## src/rtl/pipe_hazard_ctrl_if.sv

```systemverilog
// rtl/pipe_hazard_ctrl_if.sv - hazard-control bus between pipeline datapath and sequencer
interface pipe_hazard_ctrl_if #(
    parameter int REG_W = 5,
    parameter int CNT_W = 16
);
    logic [REG_W-1:0] id_rs;
    logic [REG_W-1:0] id_rt;
    logic             id_uses_rt;
    logic             ex_mem_read;
    logic [REG_W-1:0] ex_rt;
    logic             ex_branch_taken;
    logic             mem_req;
    logic             mem_ready;
    logic             clr_counters;
    logic             pc_write;
    logic             if_id_write;
    logic             if_id_flush;
    logic             id_ex_flush;
    logic             pipe_hold;
    logic             mem_timeout;
    logic [1:0]       state;
    logic [CNT_W-1:0] stall_cycles;
    logic [CNT_W-1:0] flush_count;

    modport master (
        output id_rs, id_rt, id_uses_rt, ex_mem_read, ex_rt, ex_branch_taken,
               mem_req, mem_ready, clr_counters,
        input  pc_write, if_id_write, if_id_flush, id_ex_flush, pipe_hold,
               mem_timeout, state, stall_cycles, flush_count
    );

    modport slave (
        input  id_rs, id_rt, id_uses_rt, ex_mem_read, ex_rt, ex_branch_taken,
               mem_req, mem_ready, clr_counters,
        output pc_write, if_id_write, if_id_flush, id_ex_flush, pipe_hold,
               mem_timeout, state, stall_cycles, flush_count
    );
endinterface

```

## src/rtl/pipe_hazard_ctrl.sv

```systemverilog
// rtl/pipe_hazard_ctrl.sv - 5-stage pipeline sequencer: load-use stall, branch flush, memory wait with watchdog
module pipe_hazard_ctrl #(
    parameter int REG_W       = 5,
    parameter int MEM_TIMEOUT = 64,
    parameter int CNT_W       = 16
) (
    input logic              clk,
    input logic              reset,
    pipe_hazard_ctrl_if.slave bus
);
    typedef enum logic [1:0] {
        ST_RUN  = 2'd0,
        ST_WAIT = 2'd1,
        ST_ERR  = 2'd2
    } state_t;

    localparam int WCW = 16;
    localparam logic [WCW-1:0] WAIT_LAST = WCW'(MEM_TIMEOUT - 1);

    state_t           r_state, w_state_nxt;
    logic [WCW-1:0]   r_wait_cnt, w_wait_nxt;
    logic             r_timeout, w_timeout_nxt;
    logic [CNT_W-1:0] r_stall, w_stall_nxt;
    logic [CNT_W-1:0] r_flush, w_flush_nxt;

    logic w_hold, w_load_use, w_branch_flush;
    logic w_pc_write, w_if_id_write, w_if_id_flush, w_id_ex_flush, w_pipe_hold;

    assign w_hold = (r_state == ST_RUN  && bus.mem_req && !bus.mem_ready) ||
                    (r_state == ST_WAIT && !bus.mem_ready) ||
                    (r_state == ST_ERR);

    assign w_load_use = bus.ex_mem_read && (bus.ex_rt != '0) &&
                        ((bus.ex_rt == bus.id_rs) ||
                         (bus.id_uses_rt && bus.ex_rt == bus.id_rt));

    // Hold wins over branch, branch wins over load-use (the dependent instr is flushed anyway).
    always_comb begin
        w_pc_write     = 1'b1;
        w_if_id_write  = 1'b1;
        w_if_id_flush  = 1'b0;
        w_id_ex_flush  = 1'b0;
        w_pipe_hold    = 1'b0;
        w_branch_flush = 1'b0;
        if (reset) begin
            w_pc_write    = 1'b0;
            w_if_id_write = 1'b0;
            w_if_id_flush = 1'b1;
            w_id_ex_flush = 1'b1;
        end else if (w_hold) begin
            w_pc_write    = 1'b0;
            w_if_id_write = 1'b0;
            w_pipe_hold   = 1'b1;
        end else if (bus.ex_branch_taken) begin
            w_if_id_flush  = 1'b1;
            w_id_ex_flush  = 1'b1;
            w_branch_flush = 1'b1;
        end else if (w_load_use) begin
            w_pc_write    = 1'b0;
            w_if_id_write = 1'b0;
            w_id_ex_flush = 1'b1;
        end
    end

    always_comb begin
        w_state_nxt   = r_state;
        w_wait_nxt    = r_wait_cnt;
        w_timeout_nxt = r_timeout;
        case (r_state)
            ST_RUN: begin
                if (bus.mem_req && !bus.mem_ready) begin
                    w_state_nxt = ST_WAIT;
                    w_wait_nxt  = WCW'(1);
                end
            end
            ST_WAIT: begin
                if (bus.mem_ready) begin
                    w_state_nxt = ST_RUN;
                end else if (r_wait_cnt == WAIT_LAST) begin
                    w_state_nxt   = ST_ERR;
                    w_timeout_nxt = 1'b1;
                end else begin
                    w_wait_nxt = r_wait_cnt + WCW'(1);
                end
            end
            default: w_state_nxt = ST_ERR;
        endcase

        w_stall_nxt = r_stall;
        w_flush_nxt = r_flush;
        if (bus.clr_counters) begin
            w_stall_nxt = '0;
            w_flush_nxt = '0;
        end else begin
            if (!w_pc_write && !(&r_stall))
                w_stall_nxt = r_stall + CNT_W'(1);
            if (w_branch_flush && !(&r_flush))
                w_flush_nxt = r_flush + CNT_W'(1);
        end
    end

    always_ff @(posedge clk) begin
        if (reset) begin
            r_state    <= ST_RUN;
            r_wait_cnt <= '0;
            r_timeout  <= 1'b0;
            r_stall    <= '0;
            r_flush    <= '0;
        end else begin
            r_state    <= w_state_nxt;
            r_wait_cnt <= w_wait_nxt;
            r_timeout  <= w_timeout_nxt;
            r_stall    <= w_stall_nxt;
            r_flush    <= w_flush_nxt;
        end
    end

    assign bus.pc_write     = w_pc_write;
    assign bus.if_id_write  = w_if_id_write;
    assign bus.if_id_flush  = w_if_id_flush;
    assign bus.id_ex_flush  = w_id_ex_flush;
    assign bus.pipe_hold    = w_pipe_hold;
    assign bus.mem_timeout  = r_timeout;
    assign bus.state        = r_state;
    assign bus.stall_cycles = r_stall;
    assign bus.flush_count  = r_flush;
endmodule

```

## src/flat_wrapper.sv

```systemverilog
// flat-port wrapper written by rule: the top's interface ports become plain ports
module pipe_hazard_ctrl_flat 
#(
    parameter int REG_W       = 5,
    parameter int MEM_TIMEOUT = 64,
    parameter int CNT_W       = 16
)
  (clk, reset, bus_id_rs, bus_id_rt, bus_id_uses_rt, bus_ex_mem_read, bus_ex_rt, bus_ex_branch_taken, bus_mem_req, bus_mem_ready, bus_clr_counters, bus_pc_write, bus_if_id_write, bus_if_id_flush, bus_id_ex_flush, bus_pipe_hold, bus_mem_timeout, bus_state, bus_stall_cycles, bus_flush_count);
  pipe_hazard_ctrl_if #(.REG_W(REG_W), .CNT_W(CNT_W)) bus_i ();
  input logic clk;
  input logic reset;
  input wire logic [$bits(bus_i.id_rs)-1:0] bus_id_rs;
  input wire logic [$bits(bus_i.id_rt)-1:0] bus_id_rt;
  input wire logic [$bits(bus_i.id_uses_rt)-1:0] bus_id_uses_rt;
  input wire logic [$bits(bus_i.ex_mem_read)-1:0] bus_ex_mem_read;
  input wire logic [$bits(bus_i.ex_rt)-1:0] bus_ex_rt;
  input wire logic [$bits(bus_i.ex_branch_taken)-1:0] bus_ex_branch_taken;
  input wire logic [$bits(bus_i.mem_req)-1:0] bus_mem_req;
  input wire logic [$bits(bus_i.mem_ready)-1:0] bus_mem_ready;
  input wire logic [$bits(bus_i.clr_counters)-1:0] bus_clr_counters;
  output wire logic [$bits(bus_i.pc_write)-1:0] bus_pc_write;
  output wire logic [$bits(bus_i.if_id_write)-1:0] bus_if_id_write;
  output wire logic [$bits(bus_i.if_id_flush)-1:0] bus_if_id_flush;
  output wire logic [$bits(bus_i.id_ex_flush)-1:0] bus_id_ex_flush;
  output wire logic [$bits(bus_i.pipe_hold)-1:0] bus_pipe_hold;
  output wire logic [$bits(bus_i.mem_timeout)-1:0] bus_mem_timeout;
  output wire logic [$bits(bus_i.state)-1:0] bus_state;
  output wire logic [$bits(bus_i.stall_cycles)-1:0] bus_stall_cycles;
  output wire logic [$bits(bus_i.flush_count)-1:0] bus_flush_count;
  assign bus_i.id_rs = bus_id_rs;
  assign bus_i.id_rt = bus_id_rt;
  assign bus_i.id_uses_rt = bus_id_uses_rt;
  assign bus_i.ex_mem_read = bus_ex_mem_read;
  assign bus_i.ex_rt = bus_ex_rt;
  assign bus_i.ex_branch_taken = bus_ex_branch_taken;
  assign bus_i.mem_req = bus_mem_req;
  assign bus_i.mem_ready = bus_mem_ready;
  assign bus_i.clr_counters = bus_clr_counters;
  assign bus_pc_write = bus_i.pc_write;
  assign bus_if_id_write = bus_i.if_id_write;
  assign bus_if_id_flush = bus_i.if_id_flush;
  assign bus_id_ex_flush = bus_i.id_ex_flush;
  assign bus_pipe_hold = bus_i.pipe_hold;
  assign bus_mem_timeout = bus_i.mem_timeout;
  assign bus_state = bus_i.state;
  assign bus_stall_cycles = bus_i.stall_cycles;
  assign bus_flush_count = bus_i.flush_count;
  pipe_hazard_ctrl #(.REG_W(REG_W), .MEM_TIMEOUT(MEM_TIMEOUT), .CNT_W(CNT_W)) u_core (.clk(clk), .reset(reset), .bus(bus_i));
endmodule
```

## config.mk

```make
export PLATFORM = sky130hd
export DESIGN_NAME = pipe_hazard_ctrl_flat
export DESIGN_NICKNAME = d
export VERILOG_FILES = /design/src/rtl/pipe_hazard_ctrl_if.sv /design/src/rtl/pipe_hazard_ctrl.sv /design/src/flat_wrapper.sv
export SDC_FILE = /design/constraint.sdc
export NUM_CORES = 1
export LEC_CHECK = 0
export ABC_AREA = 1
export CORE_MARGIN = 2
export CORE_UTILIZATION = 35
export DETAILED_ROUTE_END_ITERATION = 8
export PLACE_DENSITY = 0.58
export SYNTH_ARGS = -nofsm -noshare
export SYNTH_HDL_FRONTEND = slang
export SYNTH_SLANG_ARGS = --single-unit
```

## constraint.sdc

```tcl
create_clock -name clk -period 4.2 [get_ports clk]
set_input_delay 0.42 -clock clk [delete_from_list [all_inputs] [get_ports clk]]
set_output_delay 0.42 -clock clk [all_outputs]
set_load 0.005 [all_outputs]
```

==> qor.txt <==
Worst Setup Start Kind - input port
unrepaired setup endpoints after global routing - no
Fmax - 0.354 GHz
crit path time final - 2.82 ns
placed inst area - 0.00384 mm²
Syn Nets - 519
number of port buffers - 62
clock share of power - 39.9%
Leak - 1.49 nW
vias per cell - 4.81
WL per Instance - 11.5 µm
Mapped Area - 0.00315 mm²
Peak VDD IR - 0.188 mV
FF/Latch Area - 0.00102 mm²
area of the multi-input gates - 0.00180 mm²
endpoints failing setup - 0
maxcap violations - 0
max_slew headroom - 51.5%
Place WS - 1.39 ns
Max Transition Viols Final - 0
CP arrival - 2.40 ns
grt total ovfl - 0
Die Ht - 98.9 µm
first-pass GRT wire length - 13.5 mm
Die X-Extent - 98.9 µm
period utilization - 67.2%
Initial Util - 36.1%
Placed Cells - 654
Seq pwr share - 48.4%
type of the worst min-delay path - reg -> reg
Clk Latency, worst-skew pair - 0.30 ns
Slew @ Worst Pin - 0.724 ns
io pins - 63
Seq/Total Area, Yosys - 32.4%
Finished Layout Cells - 662
Final ANT Viol Nets - 0
Post-CTS Setup Inserts - 0
CTS Hold Buffers Added - 0
GRT Util Overall - 16.2%
Clk pin slew, worst setup/hold paths - 0.09 ns
CTS Buf Count - 5
Power Density - 256 mW/mm²
Total Power - 0.00102 W
Root Buffer - clkbuf_8
number of synthesized register bits - 51
average cell area after synthesis - 6.39 µm²
kind of critical path - in -> out
Int Power - 0.000777 W
Layout area overhead - 26.1%
std cell rows - 34
DP Wirelength - 5.84 mm
combinational share of power - 11.7%
P_sw - 0.000239 W
DIE AREA - 0.00978 mm²
final WL - 7.62 mm
post-synthesis xor/xnor area fraction - 2.78%
clock tree from TritonCTS - built
Post-Synth Simple-Gate Area - 41.4%
TNS Setup - 0 ns
nets@finish - 579
H-tree levels - 2
Initial DRC Count - 108
final setup margin - 1.38 ns
Setup crit end kind - primary output
clk sink count - 51
outcome - finished clean
# diodes - 0
DRC Markers - 0
via count - 3186
Filler Cells Inserted - 906
clock tree buffer depth - 2
largest family of logic cells by synthesized area - simple AND/OR/NAND/NOR gates
antenna violations before repair - 0
unique cell type count in the Yosys netlist - 36
Crit path required time - 3.78 ns
Core Region - 0.00872 mm²
Post-Synth Adder-Cell Area - 1.19%
layout cell share with drive strength beyond 1 - 7.76%
vias in the first global route - 2988
Design Area, Final - 0.00397 mm²
CTS resizes - 0
DR pass1 iterations - 4
Synth Area in Compound Gates - 11.8%
final hold vios - 0
Max Fanout on Critical Path - 32
cell count after synthesis - 493
largest net degree at the start of global routing - 33
clock skew - 0.0113 ns
RD Place Congestion - 0.855
Switching Share - 23.5%
synth warn - 0
mux contribution to synthesized area - 0%
[cell type report]
type,count,share of cell area (%)
clock buffers,6,1.83
clock inverters,2,1.51
inverters,65,6.27
multi-input cells,366,45.3
flip-flops and latches,51,25.7
well taps,108,3.40
repair buffers,64,16.0
[Yosys cell counts]
library cell | n | area [µm²]
a21oi_1 | 37 | 185
a21oi_2 | 8 | 70.1
a31o_2 | 1 | 8.76
a31oi_1 | 1 | 6.26
buf_12 | 1 | 20.0
buf_2 | 4 | 20.0
buf_4 | 1 | 7.51
buf_6 | 2 | 22.5
clkbuf_1 | 3 | 11.3
clkinv_1 | 1 | 3.75
dfxtp_1 | 51 | 1020
ha_1 | 3 | 37.5
inv_1 | 59 | 221
inv_2 | 4 | 15.0
inv_6 | 1 | 8.76
nand2_1 | 123 | 462
nand2_2 | 9 | 56.3
nand2_4 | 1 | 11.3
nand3_1 | 40 | 200
nand3_2 | 2 | 20.0
nand3b_1 | 4 | 30.0
nand4_1 | 14 | 87.6
nor2_1 | 72 | 270
nor2_2 | 1 | 6.26
nor2_4 | 1 | 11.3
nor3_1 | 10 | 50.1
nor3_2 | 3 | 30.0
nor3_4 | 2 | 32.5
nor4_1 | 3 | 18.8
nor4_2 | 1 | 12.5
o21a_1 | 2 | 15.0
o21ai_0 | 14 | 70.1
o21ai_1 | 3 | 15.0
or2_0 | 1 | 6.26
xnor2_1 | 5 | 43.8
xor2_1 | 5 | 43.8
[metal layers]
metal | vias up | GRT usage (%) | share of wire, %
met3 | 2 | 2.91 | 3.4
met2 | 55 | 28.0 | 48
met5 | - | 0 | 0
met4 | 0 | 2.85 | 0.37
li1 | 1704 | - | -
met1 | 1425 | 21.3 | 49
[placed cells by master, fill, tap and decap left out, types with 4 or more instances in the layout]
cell type,count
nand3b_1,4
inv_2,4
nor3_1,10
nand2_1,123
clkbuf_8,5
dfxtp_1,51
nor2_1,72
nand4_1,14
inv_1,59
xnor2_1,5
a21oi_1,37
xor2_1,5
nand3_1,40
a21oi_2,8
o21ai_0,14
nand2_2,9
clkdlybuf4s50_1,62
[worst max-delay path, stage by stage]
cell and delay, ns:
clkdlybuf4s50_1 0.50, inv_1 0.08, nand2_1 0.06, nand2_1 0.05
nor2_1 0.11, nand3_1 0.09, nand2_1 0.09, nand3_1 0.07
nand2_1 0.08, buf_4 0.30, inv_1 0.09, clkdlybuf4s50_1 0.45
[state kept, by name, summed over array words and instances, names as in the netlist]
signal	cells
u_core.bus.mem_timeout	1
u_core.bus.stall_cycles	16
u_core.bus.state	2
u_core.r_wait_cnt	16
u_core.bus.flush_count	16
[power groups by stage]
stage	clock, W	sequential, W	combinational, W
3_5_place_dp	0	0.000503	0.000119
6_report	0.000406	0.000492	0.000119
5_1_grt	0.000434	0.000492	0.000133
2_1_floorplan	0	0.000502	0.0000732
4_1_cts	0.000418	0.000492	0.000119
3_3_place_gp	0	0.000503	0.000118
[kinds of logic (layout without fill, tap and decap cells)]
group | Yosys count | after routing
adders and majority gates | 3 | 3
xor gates and xnor gates | 10 | 10
and+or+nand+nor | 287 | 287
DFF | 51 | 51
AOI/OAI and AO/OA | 66 | 66
buffers and inverters | 76 | 137
[per-stage QoR]
step / utilization (%) / hold WS [ns]
finish: 45.6 / 0.483
global route: 45.6 / 0.514
CTS: 45.6 / 0.492
detailed placement: 44.0 / 0.471
global placement: 44.0 / 0.462
floorplan: - / 0.450
[worst paths after layout]
| check | endpoint | from | slack [ns] | cells after the start |
|---|---|---|---|---|
| worst max-delay path | bus_if_id_write | bus_ex_rt[3] | 1.38 | 12 |
| worst min-delay path | u_core.bus.mem_timeout | u_core.bus.mem_timeout | 0.48 | 1 |
| worst max register to register | u_core.bus.flush_count[4] | u_core.bus.flush_count[0] | 2.26 | 9 |
| worst min register to register | u_core.bus.mem_timeout | u_core.bus.mem_timeout | 0.48 | 1 |
(Power assumes the default switching activity.)
